===== src/rtl/impulse_capture_pkg.sv =====
// impulse_capture_pkg: shared state encoding, default width and result-width helpers
package impulse_capture_pkg;
  typedef enum logic [1:0] {IDLE, ARMED, CAPTURE, DONE} state_t;
  localparam int DEF_DATA_W = 10;
  function automatic int sum_w(input int dw, input int depth);
    return dw + $clog2(depth);
  endfunction
  function automatic int len_w(input int depth);
    return $clog2(depth) + 1;
  endfunction
endpackage


===== src/rtl/capture_buf.sv =====
// capture_buf: DEPTH x DATA_W buffer with one write port and a registered read port
module capture_buf #(
  parameter int DATA_W = 10,
  parameter int DEPTH = 16
) (
  input  logic                     clk,
  input  logic                     rst,
  input  logic                     we,
  input  logic [$clog2(DEPTH)-1:0] wr_addr,
  input  logic [DATA_W-1:0]        wr_data,
  input  logic [$clog2(DEPTH)-1:0] rd_addr,
  output logic [DATA_W-1:0]        rd_data
);
  logic [DATA_W-1:0] mem [DEPTH];
  always_ff @(posedge clk)
    if (we) mem[wr_addr] <= wr_data;
  always_ff @(posedge clk)
    rd_data <= rst ? '0 : mem[rd_addr];
endmodule


===== src/rtl/impulse_capture.sv =====
// impulse_capture: threshold-triggered capture of DEPTH strobed samples with sum, peak and length
module impulse_capture
  import impulse_capture_pkg::*;
#(
  parameter int DATA_W = DEF_DATA_W,
  parameter int DEPTH = 16,
  parameter int THRESH = 0
) (
  input  logic                               clk,
  input  logic                               rst,
  input  logic                               arm,
  input  logic                               strobe_in,
  input  logic [DATA_W-1:0]                  data_in,
  output logic                               busy,
  output logic                               done,
  input  logic [$clog2(DEPTH)-1:0]           rd_addr,
  output logic [DATA_W-1:0]                  rd_data,
  output logic [sum_w(DATA_W, DEPTH)-1:0]    sum_out,
  output logic [DATA_W-1:0]                  peak_out,
  output logic [len_w(DEPTH)-1:0]            len_out
);
  localparam int AW = $clog2(DEPTH);
  localparam int SW = sum_w(DATA_W, DEPTH);
  localparam int LW = len_w(DEPTH);
  state_t state;
  logic [AW-1:0] idx;
  logic we;
  always_comb
    we = !arm && strobe_in && (state == CAPTURE || (state == ARMED && data_in > DATA_W'(THRESH)));
  always_ff @(posedge clk)
    if (rst || arm) begin
      state    <= rst ? IDLE : ARMED;
      idx      <= '0;
      sum_out  <= '0;
      peak_out <= '0;
      len_out  <= '0;
    end else if (we) begin
      state    <= idx == AW'(DEPTH - 1) ? DONE : CAPTURE;
      idx      <= idx + AW'(1);
      sum_out  <= sum_out + SW'(data_in);
      peak_out <= data_in > peak_out ? data_in : peak_out;
      len_out  <= data_in != '0 ? LW'(idx) + LW'(1) : len_out;
    end
  assign busy = state == ARMED || state == CAPTURE;
  assign done = state == DONE;
  capture_buf #(.DATA_W(DATA_W), .DEPTH(DEPTH)) u_buf (
    .clk(clk),
    .rst(rst),
    .we(we),
    .wr_addr(idx),
    .wr_data(data_in),
    .rd_addr(rd_addr),
    .rd_data(rd_data)
  );
endmodule


===== config.mk =====
export PLATFORM = sky130hd
export DESIGN_NAME = impulse_capture
export DESIGN_NICKNAME = d
export VERILOG_FILES = /design/src/rtl/impulse_capture_pkg.sv /design/src/rtl/capture_buf.sv /design/src/rtl/impulse_capture.sv
export SDC_FILE = /design/constraint.sdc
export NUM_CORES = 1
export LEC_CHECK = 0
export CAP_MARGIN = 20
export CORE_MARGIN = 8
export CORE_UTILIZATION = 55
export DETAILED_ROUTE_END_ITERATION = 8
export DONT_BUFFER_PORTS = 1
export GPL_ROUTABILITY_DRIVEN = 0
export PLACE_DENSITY = 0.7
export SLEW_MARGIN = 20
export SYNTH_ARGS = -nofsm -noshare
export SYNTH_HDL_FRONTEND = slang
export SYNTH_SLANG_ARGS = --single-unit

===== constraint.sdc =====
create_clock -name clk -period 4.7 [get_ports clk]
set_input_delay 0.94 -clock clk [delete_from_list [all_inputs] [get_ports clk]]
set_output_delay 0.94 -clock clk [all_outputs]
set_load 0.01 [all_outputs]

==> metrics.txt, run 1 <==
fmax about 380 MHz; Syn Area/Cell approximately 16 um^2; Critical Path Start Type flop; first-pass GRT wire length 29000 um; Tightest Pin Transition 0.952 ns; # H-tree levels 1; Worst-Skew Late Latency roughly 0.5 ns; Seq/Total Area, Yosys between 60% and 70%; fin crit period 2.62 ns; Max clock buf depth 3; pin count of the biggest net entering global routing 41; final worst-path cycle share 55.7%; dominant synthesized flop cell edfxtp_1; final net count roughly 580; io pins 59; total CTS buffers 22; mapped cell area 8570 um^2; Hold Crit Class primary input to flop; number of DRC markers in iteration 0 373; Routed WL 18500 um; effective utilization at floorplan 56.4%; per-cell routed wire length roughly 25 um; most common cell after layout, fill and taps aside edfxtp_1; Clock Pin Slew Worst Setup and Hold Paths 0.06 ns; vias in the first global route 4910; Max FO, Critical Path 15; Cell Pwr Density 406 nW/um^2; total negative slack 0 ns; RSZ-0062 raised after global routing false; Crit. End Element flop; kind of critical path flop to flop; Die Area 19800 um^2; critical path arrival roughly 2.7 ns; syn_nets 573; cts hold-fix bufs 0; Seq cells post-synth 205; GRT Total Usage 19.2%; Via-to-Cell Ratio roughly 6.3; Rel. slew slack 36.3%; Critical Path RT 4.82 ns; fin util 62.1%; core area between 15000 and 20000 um^2; yosys warns 0; Rows 45; commonest non-fill, non-tap cells in the layout 162 x edfxtp_1, 50 x mux4_2, 43 x dfxtp_1; cts repair resizes 0; CTS tree done; maxcap violations 0; Final Hold Fails 0; CTS root buf clkbuf_16; final antenna-violating net count 0; Post-route DRC 0; area growth from synthesis to layout 10.1%; die height 141 um; Peak supply drop 0.000237 V; max-slew violations 0; Fillers 1083; status finished clean; P_leak 3.20 nW; Antenna Diode Count 0; GRT overflow 0; Post-synth EDFFs 162; Setup-failing EPs final 0; first drt pass iteration count 4; share of cells above drive strength 1 15.9%; initial antenna violation count 0; Synth cell types 45; port bufs 0; number of setup buffers added after CTS 0; post-synthesis cell count ~530; post-DP HPWL between 10000 and 15000 um; DR vias 4611; Worst Skew between 0.01 and 0.015 ns; Die Span X 141 um; Num Clock Sinks between 200 and 250; Post-synth ARST share 0%
sequential cells by signal, indices dropped and copies added, names as in the netlist:
name,count
u_buf.mem,160
peak_out,10
len_out,5
u_buf.rd_data,10
state,2
sum_out,14
idx,4
per-layer routing:
| metal | vias up | track usage, % | share of wire (%) |
|---|---|---|---|
| li1 | 2047 | - | - |
| met1 | 2355 | 24.2 | 40 |
| met2 | 177 | 32.0 | 49 |
| met3 | 32 | 4.96 | 8.6 |
| met4 | 0 | 6.56 | 2.5 |
| met5 | - | 0 | 0 |
final timing paths:
path              cells after the start  slack (ns)                to         from
setup / recovery                      6        2.08   u_buf.mem[1][0]     state[0]
hold / removal                        1        0.51  u_buf.rd_data[6]          rst
setup reg to reg                      6        2.08   u_buf.mem[1][0]     state[0]
hold reg to reg                       2        0.53       peak_out[9]  peak_out[9]
worst max-delay path: stages, from the launching register on:
cell      delay, ns
edfxtp_1       0.41
inv_1          0.09
ha_1           0.20
nor2_1         0.07
nor3b_2        0.33
and2_1         0.42
and3_1         0.72
stage by stage:
step	worst slack, ns	power, mW	hold WS, ns	area (um^2)	instances
5_1_grt	1.90	3.94	0.492	9440	734
2_1_floorplan	2.13	2.16	0.482	8570	527
3_5_place_dp	1.80	2.18	0.521	8730	693
3_3_place_gp	1.85	2.18	0.499	8730	693
4_1_cts	2.04	3.85	0.493	9430	733
6_report	2.08	3.83	0.513	9440	734
cell families (layout without fill, tap and decap cells):
| family | after synthesis | count (layout) | share of synthesized area [%] |
|---|---|---|---|
| compound gates | 50 | 50 | 3.71 |
| xor+xnor | 10 | 10 | 1.02 |
| fa+ha+maj | 28 | 28 | 4.18 |
| buf+inv | 44 | 63 | 2.00 |
| flops | 205 | 205 | 66.8 |
| mux | 66 | 66 | 15.0 |
| simple gates | 124 | 124 | 7.28 |
synth_stat cells, types with 2 or more instances:
cell type / count / area [um^2]
o31ai_1: 3 / 22.5
nor4_1: 3 / 18.8
o21ai_0: 6 / 30.0
nand4_1: 2 / 12.5
or2_2: 2 / 12.5
nand2b_1: 2 / 12.5
clkbuf_1: 13 / 48.8
edfxtp_1: 162 / 4860
xnor2_1: 4 / 35.0
a211oi_1: 5 / 37.5
or4_1: 5 / 37.5
and2_1: 2 / 12.5
ha_1: 27 / 338
nand2_1: 42 / 158
and3_1: 17 / 106
inv_1: 21 / 78.8
nor2b_1: 13 / 81.3
nor3_1: 3 / 15.0
mux2i_1: 16 / 160
buf_2: 5 / 25.0
a21oi_1: 18 / 90.1
xor2_1: 6 / 52.6
dfxtp_1: 43 / 861
a21o_1: 3 / 22.5
o21a_1: 4 / 30.0
nor2_1: 20 / 75.1
nand3_1: 9 / 45.0
mux4_2: 50 / 1130
buf_1: 5 / 18.8
where the power goes:
group	switching (mW)	total, mW	leakage, nW	internal, mW
registers	0.0163	1.99	1.81	1.97
logic	0.0724	0.154	1.04	0.0813
clock network	0.683	1.69	0.346	1.00
total	0.772	3.83	3.20	3.06
cell type report:
class / count / area, um^2 / area share [%]
Multi-Input combinational cell: 278 / 2680 / 28.4
Timing Repair Buffer: 2 / 15.0 / 0.159
Clock buffer: 28 / 594 / 6.30
Clock inverter: 12 / 108 / 1.14
Sequential cell: 205 / 5730 / 60.7
Inverter: 21 / 78.8 / 0.835
Tap cell: 188 / 235 / 2.49
No activity file was read; power rests on OpenSTA's default activity.
==> run 2, diff against run 1 <==
--- a/config.mk
+++ b/config.mk
@@ -11,7 +11,7 @@
 export DETAILED_ROUTE_END_ITERATION = 8
 export DONT_BUFFER_PORTS = 1
 export GPL_ROUTABILITY_DRIVEN = 0
-export PLACE_DENSITY = 0.7
+export PLACE_DENSITY = 0.73
 export SLEW_MARGIN = 20
 export SYNTH_ARGS = -nofsm -noshare
 export SYNTH_HDL_FRONTEND = slang
==> constraint.sdc (replaced) <==
create_clock -name clk -period 2.1 [get_ports clk]
set_input_delay 0.42 -clock clk [delete_from_list [all_inputs] [get_ports clk]]
set_output_delay 0.42 -clock clk [all_outputs]
set_load 0.01 [all_outputs]
==> run 2 against run 1 <==
Effect of this change: global-route usage is 0.36 points higher; hold slack worse by 0.49 ns; cell area is 5.3% higher; die area stayed put; sequential power is 120% higher; first-iteration DRC count is 6.4% higher; core utilization is 3.3 points higher; via count is 4.6% higher; critical path depth is 1 higher; largest power group unchanged; highest routed layer unchanged.
==> metrics.txt, run 2 (synthesized netlist as in run 1, its figures left out) <==
maxcap violations 0; post-route cell area a little under 10000 um^2; Critical Path RT 2.53 ns; Die Span X 141 um; initial antenna violation count 0; Via-to-Cell Ratio approximately 6.2; total negative slack 0 ns; Routed WL 19000 um; Cell Pwr Density 861 nW/um^2; Clock Pin Slew Worst Setup and Hold Paths 0.06 ns; number of DRC markers in iteration 0 397; Setup-failing EPs final 0; CTS tree done; Crit. End Element flop; P_leak 3.49 nW; DR vias 4825; Critical Path Start Type flop; GRT overflow 0; max reg flops 160; # H-tree levels 1; die height ~140 um; Final Hold Fails 0; final worst-path cycle share 96.4%; final net count 622; pin count of the biggest net entering global routing 41; Num Clock Sinks 205; crit-path cells ha_1 -> nor2b_2 -> o31a_1 -> buf_4 -> o21a_1 -> or4_1 -> nand3_2; Peak supply drop about 0.00062 V; Rel. slew slack 58.1%; total CTS buffers 22; post-DP HPWL 12300 um; vias in the first global route 5228; largest registers u_buf.mem: 160 flops, sum_out: 14 flops; Post-DP Area 9180 um^2; Die Area about 20000 um^2; final antenna-violating net count 0; Antenna Diode Count 0; port bufs 0; max-slew violations 0; critical path arrival approximately 2.5 ns; Worst path max stage delay 0.49 ns; Post-route DRC 0; Hold Crit Class primary input to flop; fmax just under 500 MHz; Fillers 1045; area growth from synthesis to layout 16.0%; first-pass GRT wire length 29500 um; Tightest Pin Transition 0.628 ns; fin crit period approximately 2 ns; kind of critical path flop to flop; crit-path leading delay family simple AND/OR/NAND/NOR gates; Worst Skew 0.00708 ns; commonest non-fill, non-tap cells in the layout 162 x edfxtp_1, 50 x mux4_2, 43 x dfxtp_1; status finished clean; io pins 59; WP buf/inv 1; Top reg by flops u_buf.mem; GRT Total Usage 19.6%; effective utilization at floorplan about 56%; per-cell routed wire length approximately 24 um; Max clock buf depth 3; CTS root buf clkbuf_16; CP max stage cell or4_1; share of cells above drive strength 1 24.5%; Max FO, Critical Path 4; first drt pass iteration count 5; Worst-Skew Late Latency 0.49 ns; core area around 15000 um^2; most common cell after layout, fill and taps aside edfxtp_1; Rows 45
==> run 2: cell types whose count changed in the layout (fill, tap and decap cells not counted), moves of 2 or more <==
cell	before	now
clkbuf_8	0	3
buf_12	0	9
buf_4	2	37
dlygate4sd3_1	0	2
clkbuf_1	5	2
==> run 2: cell type report <==
type | instances | area, um^2 | area share [%]
clock buffer | 28 | 624 | 6.28
clock inverter | 12 | 82.6 | 0.831
inverter | 21 | 78.8 | 0.793
multi-input combinational | 278 | 2720 | 27.3
sequential | 205 | 5730 | 57.6
tap | 188 | 235 | 2.37
timing repair buffer | 48 | 478 | 4.81
==> run 2: per-stage QoR <==
stage | hold slack [ns] | util, % | cells | total power [mW] | setup slack (ns)
2_1_floorplan | 0.482 | - | 527 | 4.84 | 0.00386
6_report | 0.0229 | 65.4 | 780 | 8.56 | 0.0746
4_1_cts | 0.00653 | 65.2 | 779 | 8.62 | 0.0179
3_3_place_gp | 0.498 | 60.4 | 737 | 4.90 | 0.00561
5_1_grt | 0.00520 | 65.4 | 780 | 8.81 | -0.0161
3_5_place_dp | 0.501 | 60.4 | 737 | 4.91 | -0.0238
==> run 2: timing repair <==
item	CTS	global route
buffers inserted	0	1
pin swaps	0	2
hold endpoints to repair	9	0
resized for setup	2	10
hold buffers	2	0
endpoints found under the setup margin	20	74
==> run 2: worst paths after layout <==
path	from	endpoint	slack, ns	cells past startpoint
worst max register to register	sum_out[2]	sum_out[6]	0.07	7
worst min register to register	idx[1]	idx[1]	0.53	2
worst max-delay path	sum_out[2]	sum_out[6]	0.07	7
worst min-delay path	data_in[4]	u_buf.mem[10][4]	0.02	0
==> run 2: power by group <==
group	total [mW]	switching (mW)	leakage, nW	internal [mW]
logic	0.390	0.178	1.32	0.212
registers	4.45	0.0318	1.81	4.41
clock network	3.73	1.51	0.353	2.22
==> run 2: per-layer routing <==
layer  wire, um  vias up  GRT usage [%]
li1           -     2148              -
met1       7510     2442           24.0
met2       9260      190           32.9
met3       1540       45           4.59
met4        710        0           8.43
met5          0        -              0
==> run 3, diff against run 2 <==
--- a/config.mk
+++ b/config.mk
@@ -6,12 +6,11 @@
 export NUM_CORES = 1
 export LEC_CHECK = 0
 export CAP_MARGIN = 20
-export CORE_MARGIN = 8
 export CORE_UTILIZATION = 55
 export DETAILED_ROUTE_END_ITERATION = 8
 export DONT_BUFFER_PORTS = 1
 export GPL_ROUTABILITY_DRIVEN = 0
-export PLACE_DENSITY = 0.73
+export PLACE_DENSITY = 0.7
 export SLEW_MARGIN = 20
 export SYNTH_ARGS = -nofsm -noshare
 export SYNTH_HDL_FRONTEND = slang
==> constraint.sdc (replaced) <==
create_clock -name clk -period 2.2 [get_ports clk]
set_input_delay 0.44 -clock clk [delete_from_list [all_inputs] [get_ports clk]]
set_output_delay 0.44 -clock clk [all_outputs]
set_load 0.01 [all_outputs]
==> run 3 against run 2 <==
Effect of this change: core utilization shrank 1.7 points; first-iteration DRC count shrank 30%; register-to-register slack is essentially flat; combinational power shrank 11%; via count shrank 3.6%; sequential share of layout area grew 1.5 points; clock power shrank 1%; hold slack lost 0.013 ns; largest power group unchanged.
==> metrics.txt, run 3 (synthesized netlist as in run 1, its figures left out) <==
Tot Pwr 8.27 mW; Top reg by flops u_buf.mem; core area about 15000 um^2; Min Hold Slack roughly 0.01 ns; Num Clock Sinks 205; area growth from synthesis to layout 13.0%; first drt pass iteration count 4; total negative slack 0 ns; largest registers u_buf.mem: 160 flops, sum_out: 14 flops; Fillers about 1100; Die Area 16100 um^2; maxcap violations 0; Worst Skew approximately 0.018 ns; Worst-Skew Late Latency 0.50 ns; initial antenna violation count 0; Cell Pwr Density around 850 nW/um^2; total CTS buffers 22; critical path arrival 2.53 ns; io pins 59; die height about 130 um; Final Hold Fails 0; Clock Pin Slew Worst Setup and Hold Paths 0.06 ns; final worst-path cycle share 95.9%; port bufs 0; Max clock buf depth 3; post-DP HPWL ~12000 um; Tightest Pin Transition 0.592 ns; effective utilization at floorplan 56.4%; Hold Crit Class primary input to flop; Routed WL 17600 um; Crit. End Element flop; first-pass GRT wire length 27200 um; kind of critical path flop to flop; Peak supply drop about 0.00054 V; final antenna-violating net count 0; fin crit period 2.11 ns; Antenna Diode Count 0; Rows 45; Critical Path RT about 2.6 ns; GRT Total Usage between 20% and 30%; per-cell routed wire length between 20 and 25 um; Rel. slew slack 60.5%; number of DRC markers in iteration 0 278; RSZ-0062 raised after global routing true; Critical Path Start Type flop; CTS tree done; Via-to-Cell Ratio approximately 6; vias in the first global route 4822; share of cells above drive strength 1 22.2%; Max FO, Critical Path 4; commonest non-fill, non-tap cells in the layout 162 x edfxtp_1, 50 x mux4_2, 43 x dfxtp_1; P_leak 3.34 nW; max-slew violations 0; GRT overflow 0; pin count of the biggest net entering global routing between 40 and 50; most common cell after layout, fill and taps aside edfxtp_1; Die Span X 127 um; Post-route DRC 0; status finished clean; CTS root buf clkbuf_16; cts hold-fix bufs 0; Setup-failing EPs final 0; number of setup buffers added after CTS 0; final net count about 600; # H-tree levels 1; fmax 474 MHz; DR vias 4652; max reg flops 160
## run 3: cell count changes in the layout (fill, tap and decap cells not counted), sizes merged
cell and delta:
buf -22, clkbuf +6, clkinv -6, dlygate4sd3 -2
## run 3: repair_timing
action / CTS / global route
setup endpoints to repair: 110 / 33
pin swaps: 0 / 1
resized for setup: 11 / 5
## run 3: layout make-up
type	count	area (um^2)	share of cell area, %
clock buffer	34	687	7.09
clock inverter	6	51.3	0.530
inverter	21	78.8	0.814
multi-input combinational	278	2700	27.9
sequential	205	5730	59.1
tap	188	235	2.43
timing repair buffer	24	205	2.12
## run 3: per-layer routing
layer	wire (um)	track usage [%]
met5	0	0
met2	8930	39.3
met4	565	7.63
met1	7120	28.5
met3	973	4.56
## run 3: worst paths after layout
path	from	to	slack, ns	cells after the start
worst max-delay path	sum_out[0]	sum_out[12]	0.09	8
worst min-delay path	rst	u_buf.rd_data[9]	0.01	1
worst max register to register	sum_out[0]	sum_out[12]	0.09	8
worst min register to register	peak_out[7]	peak_out[7]	0.53	2
## run 3: power by group
part	internal (mW)	total, mW	leakage, nW	switching (mW)
clock network	2.25	3.68	0.365	1.42
logic	0.189	0.349	1.16	0.160
registers	4.21	4.24	1.81	0.0298
## run 3: worst max-delay path: stages (launching register included)
cell and delay, ns:
dfxtp_1 0.34, ha_1 0.16, inv_1 0.06, fa_1 0.40, nor2b_1 0.17, o31a_1 0.22, o311ai_1 0.13, a211oi_1 0.31
mux2i_1 0.25
## run 3: through the flow
stage                     area (um^2)  cells  setup slack, ns  utilization, %
after floorplan                  8580    527            0.104               -
after global placement           8920    716           0.0486            58.7
after detailed placement         8920    716          -0.0770            58.7
after CTS                        9680    756           0.0293            63.6
after global routing             9690    756          -0.0767            63.7
final                            9690    756           0.0893            63.7
